`config.mk`:
```
export PLATFORM = sky130hd
export DESIGN_NAME = packet_sequencer_flat
export DESIGN_NICKNAME = d
export VERILOG_FILES = /design/src/rtl/packet_sequencer_if.sv /design/src/rtl/packet_sequencer.sv /design/src/flat_wrapper.sv
export SDC_FILE = /design/constraint.sdc
export NUM_CORES = 1
export LEC_CHECK = 0
export ABC_AREA = 1
export CAP_MARGIN = 20
export CORE_MARGIN = 1.5
export CORE_UTILIZATION = 31
export CTS_CLUSTER_SIZE = 24
export DETAILED_ROUTE_END_ITERATION = 6
export PLACE_DENSITY = 0.55
export SYNTH_ARGS = -nofsm -noshare
export SYNTH_HDL_FRONTEND = slang
export SYNTH_SLANG_ARGS = --single-unit
```
`constraint.sdc`:
```
create_clock -name clk -period 2 [get_ports clk]
set_clock_uncertainty 0.1 [all_clocks]
set_input_delay 0.4 -clock clk [delete_from_list [all_inputs] [get_ports clk]]
set_output_delay 0.4 -clock clk [all_outputs]
set_load 0.1 [all_outputs]
```
`src/rtl/packet_sequencer_if.sv`:
```
// Packet sequencer bus: packet-switch flags, frame-buffer FIFO read side and
// downstream U3 word stream, grouped for the sequencer and its environment.
interface packet_sequencer_if #(
  parameter int REG_WD  = 32,
  parameter int DATA_WD = 64
);
  logic               i_leader_flag;
  logic               i_payload_flag;
  logic               i_trailer_flag;
  logic [REG_WD-1:0]  iv_packet_size;
  logic               i_fifo_empty;
  logic [DATA_WD-1:0] iv_fifo_data;
  logic               i_dst_ready;
  logic               o_fifo_rd;
  logic [DATA_WD-1:0] ov_data;
  logic               o_data_valid;
  logic               o_pkt_end;
  logic               o_change_flag;
  logic [7:0]         ov_roi_num;

  modport master (
    output i_leader_flag, i_payload_flag, i_trailer_flag, iv_packet_size,
    output i_fifo_empty, iv_fifo_data, i_dst_ready,
    input  o_fifo_rd, ov_data, o_data_valid, o_pkt_end, o_change_flag, ov_roi_num
  );

  modport slave (
    input  i_leader_flag, i_payload_flag, i_trailer_flag, iv_packet_size,
    input  i_fifo_empty, iv_fifo_data, i_dst_ready,
    output o_fifo_rd, ov_data, o_data_valid, o_pkt_end, o_change_flag, ov_roi_num
  );
endinterface

```
`src/rtl/packet_sequencer.sv`:
```
// Packet sequencer: moves ceil(size/8) words of each leader/payload/trailer
// from the show-ahead frame FIFO to the U3 interface and signals packet change.
module packet_sequencer #(
  parameter int REG_WD  = 32,
  parameter int DATA_WD = 64
) (
  input  logic               clk,
  input  logic               reset,
  packet_sequencer_if.slave  bus
);

  localparam logic [2:0] S_IDLE = 3'd0;
  localparam logic [2:0] S_LOAD = 3'd1;
  localparam logic [2:0] S_XFER = 3'd2;
  localparam logic [2:0] S_DONE = 3'd3;
  localparam logic [2:0] S_GAP  = 3'd4;

  logic [2:0]         state;
  logic [2:0]         next_state;
  logic               is_leader;
  logic [REG_WD-1:0]  word_cnt;
  logic [REG_WD-1:0]  remaining;
  logic [REG_WD-1:0]  word_idx;
  logic [REG_WD:0]    size_sum;
  logic [REG_WD-1:0]  load_cnt;
  logic               any_flag;
  logic               fifo_rd;
  logic               last_word;
  logic [DATA_WD-1:0] data_q;
  logic               valid_q;
  logic               pkt_end_q;
  logic [7:0]         roi_q;

  // One extra bit keeps size+7 from wrapping for sizes near the top of range.
  assign size_sum = {1'b0, bus.iv_packet_size} + (REG_WD+1)'(7);
  assign load_cnt = {2'b00, size_sum[REG_WD:3]};

  assign any_flag  = bus.i_leader_flag | bus.i_payload_flag | bus.i_trailer_flag;
  assign fifo_rd   = (state == S_XFER) & ~bus.i_fifo_empty & bus.i_dst_ready
                   & (remaining != '0) & ~reset;
  assign last_word = (word_idx == (word_cnt - REG_WD'(1)));

  always_comb begin
    next_state = state;
    case (state)
      S_IDLE:  if (any_flag) next_state = S_LOAD;
      S_LOAD:  next_state = (load_cnt != '0) ? S_XFER : S_DONE;
      S_XFER:  if (remaining == '0) next_state = S_DONE;
      S_DONE:  next_state = S_GAP;
      S_GAP:   next_state = S_IDLE;
      default: next_state = S_IDLE;
    endcase
  end

  always_ff @(posedge clk) begin
    if (reset) begin
      state     <= S_IDLE;
      is_leader <= 1'b0;
      word_cnt  <= '0;
      remaining <= '0;
      word_idx  <= '0;
    end else begin
      state <= next_state;
      if (state == S_IDLE && any_flag) begin
        is_leader <= bus.i_leader_flag;
      end
      if (state == S_LOAD) begin
        word_cnt  <= load_cnt;
        remaining <= load_cnt;
        word_idx  <= '0;
      end else if (fifo_rd) begin
        remaining <= remaining - REG_WD'(1);
        word_idx  <= word_idx + REG_WD'(1);
      end
    end
  end

  always_ff @(posedge clk) begin
    if (reset) begin
      data_q    <= '0;
      valid_q   <= 1'b0;
      pkt_end_q <= 1'b0;
      roi_q     <= '0;
    end else begin
      valid_q   <= fifo_rd;
      pkt_end_q <= fifo_rd & last_word;
      if (fifo_rd) begin
        data_q <= bus.iv_fifo_data;
      end
      // ROI number sits in the low byte of leader word 2.
      if (fifo_rd && is_leader && word_idx == REG_WD'(2)) begin
        roi_q <= bus.iv_fifo_data[7:0];
      end
    end
  end

  assign bus.o_fifo_rd     = fifo_rd;
  assign bus.ov_data       = data_q;
  assign bus.o_data_valid  = valid_q;
  assign bus.o_pkt_end     = pkt_end_q;
  assign bus.o_change_flag = (state == S_DONE);
  assign bus.ov_roi_num    = roi_q;

endmodule
```
`src/flat_wrapper.sv`:
```
// flat-port wrapper written by rule: the top's interface ports become plain ports
module packet_sequencer_flat 
#(
  parameter int REG_WD  = 32,
  parameter int DATA_WD = 64
)
  (clk, reset, bus_i_leader_flag, bus_i_payload_flag, bus_i_trailer_flag, bus_iv_packet_size, bus_i_fifo_empty, bus_iv_fifo_data, bus_i_dst_ready, bus_o_fifo_rd, bus_ov_data, bus_o_data_valid, bus_o_pkt_end, bus_o_change_flag, bus_ov_roi_num);
  packet_sequencer_if #(.REG_WD(REG_WD), .DATA_WD(DATA_WD)) bus_i ();
  input  logic clk;
  input  logic reset;
  input wire logic [$bits(bus_i.i_leader_flag)-1:0] bus_i_leader_flag;
  input wire logic [$bits(bus_i.i_payload_flag)-1:0] bus_i_payload_flag;
  input wire logic [$bits(bus_i.i_trailer_flag)-1:0] bus_i_trailer_flag;
  input wire logic [$bits(bus_i.iv_packet_size)-1:0] bus_iv_packet_size;
  input wire logic [$bits(bus_i.i_fifo_empty)-1:0] bus_i_fifo_empty;
  input wire logic [$bits(bus_i.iv_fifo_data)-1:0] bus_iv_fifo_data;
  input wire logic [$bits(bus_i.i_dst_ready)-1:0] bus_i_dst_ready;
  output wire logic [$bits(bus_i.o_fifo_rd)-1:0] bus_o_fifo_rd;
  output wire logic [$bits(bus_i.ov_data)-1:0] bus_ov_data;
  output wire logic [$bits(bus_i.o_data_valid)-1:0] bus_o_data_valid;
  output wire logic [$bits(bus_i.o_pkt_end)-1:0] bus_o_pkt_end;
  output wire logic [$bits(bus_i.o_change_flag)-1:0] bus_o_change_flag;
  output wire logic [$bits(bus_i.ov_roi_num)-1:0] bus_ov_roi_num;
  assign bus_i.i_leader_flag = bus_i_leader_flag;
  assign bus_i.i_payload_flag = bus_i_payload_flag;
  assign bus_i.i_trailer_flag = bus_i_trailer_flag;
  assign bus_i.iv_packet_size = bus_iv_packet_size;
  assign bus_i.i_fifo_empty = bus_i_fifo_empty;
  assign bus_i.iv_fifo_data = bus_iv_fifo_data;
  assign bus_i.i_dst_ready = bus_i_dst_ready;
  assign bus_o_fifo_rd = bus_i.o_fifo_rd;
  assign bus_ov_data = bus_i.ov_data;
  assign bus_o_data_valid = bus_i.o_data_valid;
  assign bus_o_pkt_end = bus_i.o_pkt_end;
  assign bus_o_change_flag = bus_i.o_change_flag;
  assign bus_ov_roi_num = bus_i.ov_roi_num;
  packet_sequencer #(.REG_WD(REG_WD), .DATA_WD(DATA_WD)) u_core (.clk(clk), .reset(reset), .bus(bus_i));
endmodule
```
==> run metrics <==
status=finished, violations left; failing checks=negative setup slack; pre-CTS WS=-476 ps; CP Class=flop to output port; Die X=between 150 and 200 µm; row cnt=65; Total GRT Usage=between 20% and 30%; Worst Setup End Kind=output port; H-tree depth=4; Fill cells=around 3000; Hold Crit Start=u_core.remaining[31]; top_reg_cell synth=dfxtp_1; Post-route DRC=0; Final Hold Vio Count=0; overall die height=approximately 180 µm; Area Growth Syn to Fin=72.1%; end of the worst register-to-register path=u_core.word_idx[13]; max cap viols=0; Post-synth EDFFs=0; Slew HR=between 50% and 60%; cts-stage hold buffer count=0; r2r worst-path depth=18; RSZ-0062 raised after global routing=true; Cells after Synth=1591; TritonCTS buffer count=17; initial antenna violation count=0; setup slack, reg-to-reg=-410 ps; Post-Syn Area=roughly 10000 µm²; hold depth=2; Setup Viol. Count Final=~140; CTS tree=done; Cell Pwr Density=767 nW/µm²; Slew @ Worst Pin=638 ps; Initial Util=31.5%; IR drop worst, VDD=approximately 0.00076 V; IO buf count=between 150 and 200; post-route non-filler standard cell count=~2500; Nets=around 2200; Final Util=approximately 54%; clock buffer depth=2; total gr overflow=0; top post-synthesis cells by area=dfxtp_1, nand2_1, nor2_1, o21ai_0, inv_1; CP Launch Type=flop; DR pass1 iterations=5; vias=around 12000; Synthesized Nets=1698; clk root buf=clkbuf_16; P_leak=~0.0075 µW; vias in the first global route=11509; flops & latches, synth=approximately 170; CP Data Required Time=around 1500 ps; first-pass GRT wire length=between 60 and 70 mm; Clock Latency Late Sink=about 450 ps; Clk pin slew, worst setup/hold paths=80 ps; Post-DP Area=between 10000 and 15000 µm²; clock sinks=172; Final Max Slew Viols=0; post-route ant nets=0; core area=~32000 µm²; Synth cell types=between 40 and 50; Tot Pwr=about 13000 µW; worst setup margin=-472 ps; largest net degree at the start of global routing=57; routed wire length=approximately 40 mm; DR WL/cell=approximately 16 µm; fin crit period=roughly 2500 ps; Data arrival, critical path=slightly below 2000 ps; top cell type's share of synthesized area=34.6%; # IOs=approximately 180; FMAX=between 400 and 500 MHz; dpl hpwl=28.7 mm; die area=33200 µm²; sequential element share of the synthesized area=between 30% and 40%; Avg Inst Size Synth=roughly 6.3 µm²; Synthesis Warnings=0; routability cong.=~0.96; antenna cell count=0; period utilisation layout=124%; Final Cell Area=17100 µm²; drt via density=approximately 4.9; Placed Instances=about 2400; DRT iter0 DRCs=a little under 800; crit-path max FO=2; worst hold path endpoint=u_core.remaining[31]; Post-synth ARST share=0%; fraction of layout cells with a size suffix above 1=between 30% and 40%; r2r startpoint=u_core.remaining[1]; area leader, netlist=dfxtp_1; worst hold path type=flop to flop
[registers in the layout, summed over array words and instances, names as in the netlist]
name and count:
u_core.bus.o_data_valid 1, u_core.bus.o_pkt_end 1, u_core.bus.ov_data 64, u_core.bus.ov_roi_num 8
u_core.is_leader 1, u_core.remaining 32, u_core.state 3, u_core.word_cnt 30
u_core.word_idx 32
[Yosys cell counts, types with 5 or more instances]
master and instances:
nand2_1 388, buf_4 6, nor3_1 36, buf_1 6, nor2_2 9, clkbuf_1 26
nand3_1 81, o21ai_1 6, a31oi_1 15, buf_2 14, inv_1 129, o22ai_1 19
nand4_1 39, nor4_1 7, nor2_1 336, xor2_1 28, buf_6 5, nand3b_1 16
a21oi_1 61, dfxtp_1 172, o21ai_0 130, xnor2_1 12
[critical path: stages, from the launching register on]
cell     delay (ps)
dfxtp_4         370
nor3_2          170
inv_2            60
nor2_1          120
nand2_1         100
buf_4           160
nor3_4          220
buf_12          150
buf_12          160
[routing by layer]
layer | vias up | track usage, % | wire length, µm | share of wire (%)
met3 | 71 | 4.15 | 1970 | 4.9
li1 | 6134 | - | - | -
met4 | 0 | 8.40 | 1080 | 2.7
met5 | - | 0 | 0 | 0
met1 | 5664 | 30.5 | 17600 | 44
met2 | 313 | 39.1 | 19400 | 48
[kinds of logic after synthesis]
| logic type | Yosys count | synth area share (%) |
|---|---|---|
| simple gates | 943 | 40.4 |
| xor+xnor | 41 | 3.75 |
| flops | 172 | 34.6 |
| buf+inv | 190 | 7.96 |
| compound gates | 241 | 12.8 |
| fa+ha+maj | 4 | 0.503 |
[per-stage QoR]
stage | hold slack, ps | setup TNS (ps)
floorplan | 339 | 0
detailed placement | 357 | -40930
global route | 390 | -52680
CTS | 361 | -34360
finish | 372 | -39910
global placement | 356 | -38840
[cells in the final DEF (no fill, tap or decap), types with 12 or more instances in the layout]
master             n
a21oi_1           42
a21oi_2           19
buf_12            37
buf_4            322
buf_6             28
clkbuf_16         18
clkdlybuf4s50_1   73
dfxtp_1          168
dlymetal6s2s_1    28
inv_1            121
nand2_1          333
nand2_2           49
nand3_1           73
nand3b_1          16
nand4_1           39
nor2_1           221
nor2_2            51
nor2_4            77
nor3_1            28
o21ai_0           74
o21ai_1           37
o21ai_2           24
o22ai_1           19
xnor2_1           12
xor2_1            28
[worst max path at each step]
stage / slack, ps / to / cells after the start / from
global route: -560 / bus_o_fifo_rd / 12 / u_core.remaining[0]
CTS: -470 / bus_o_fifo_rd / 12 / u_core.remaining[1]
detailed placement: -480 / u_core.bus.ov_roi_num[7] / 10 / bus_i_fifo_empty
finish: -470 / bus_o_fifo_rd / 8 / u_core.state[0]
global placement: -470 / u_core.state[0] / 16 / bus_iv_packet_size[2]
floorplan: 10 / bus_o_fifo_rd / 11 / u_core.remaining[0]
[timing repair]
item / CTS / global route
pin swaps: 59 / 81
gates resized for setup: 237 / 281
setup endpoints to repair: 126 / 149
setup buffers: 29 / 33
gates cloned: 13 / 1
[cell type report]
cell class	instances	area, µm²	area share, %
Tap cell	402	503	2.94
Sequential cell	172	3450	20.1
Timing Repair inverter	1	16.3	0.0949
Inverter	132	517	3.02
Clock buffer	18	439	2.56
Multi-Input combinational cell	1230	7060	41.2
Clock inverter	14	200	1.17
Timing Repair Buffer	508	4950	28.9
[power by group]
group          switching (µW)  internal [µW]  leakage, µW
clock                    1670           2060     0.000311
sequential                201           3670      0.00140
combinational            3200           2350      0.00584
total                    5060           8080      0.00754
(Power assumes the default switching activity.)
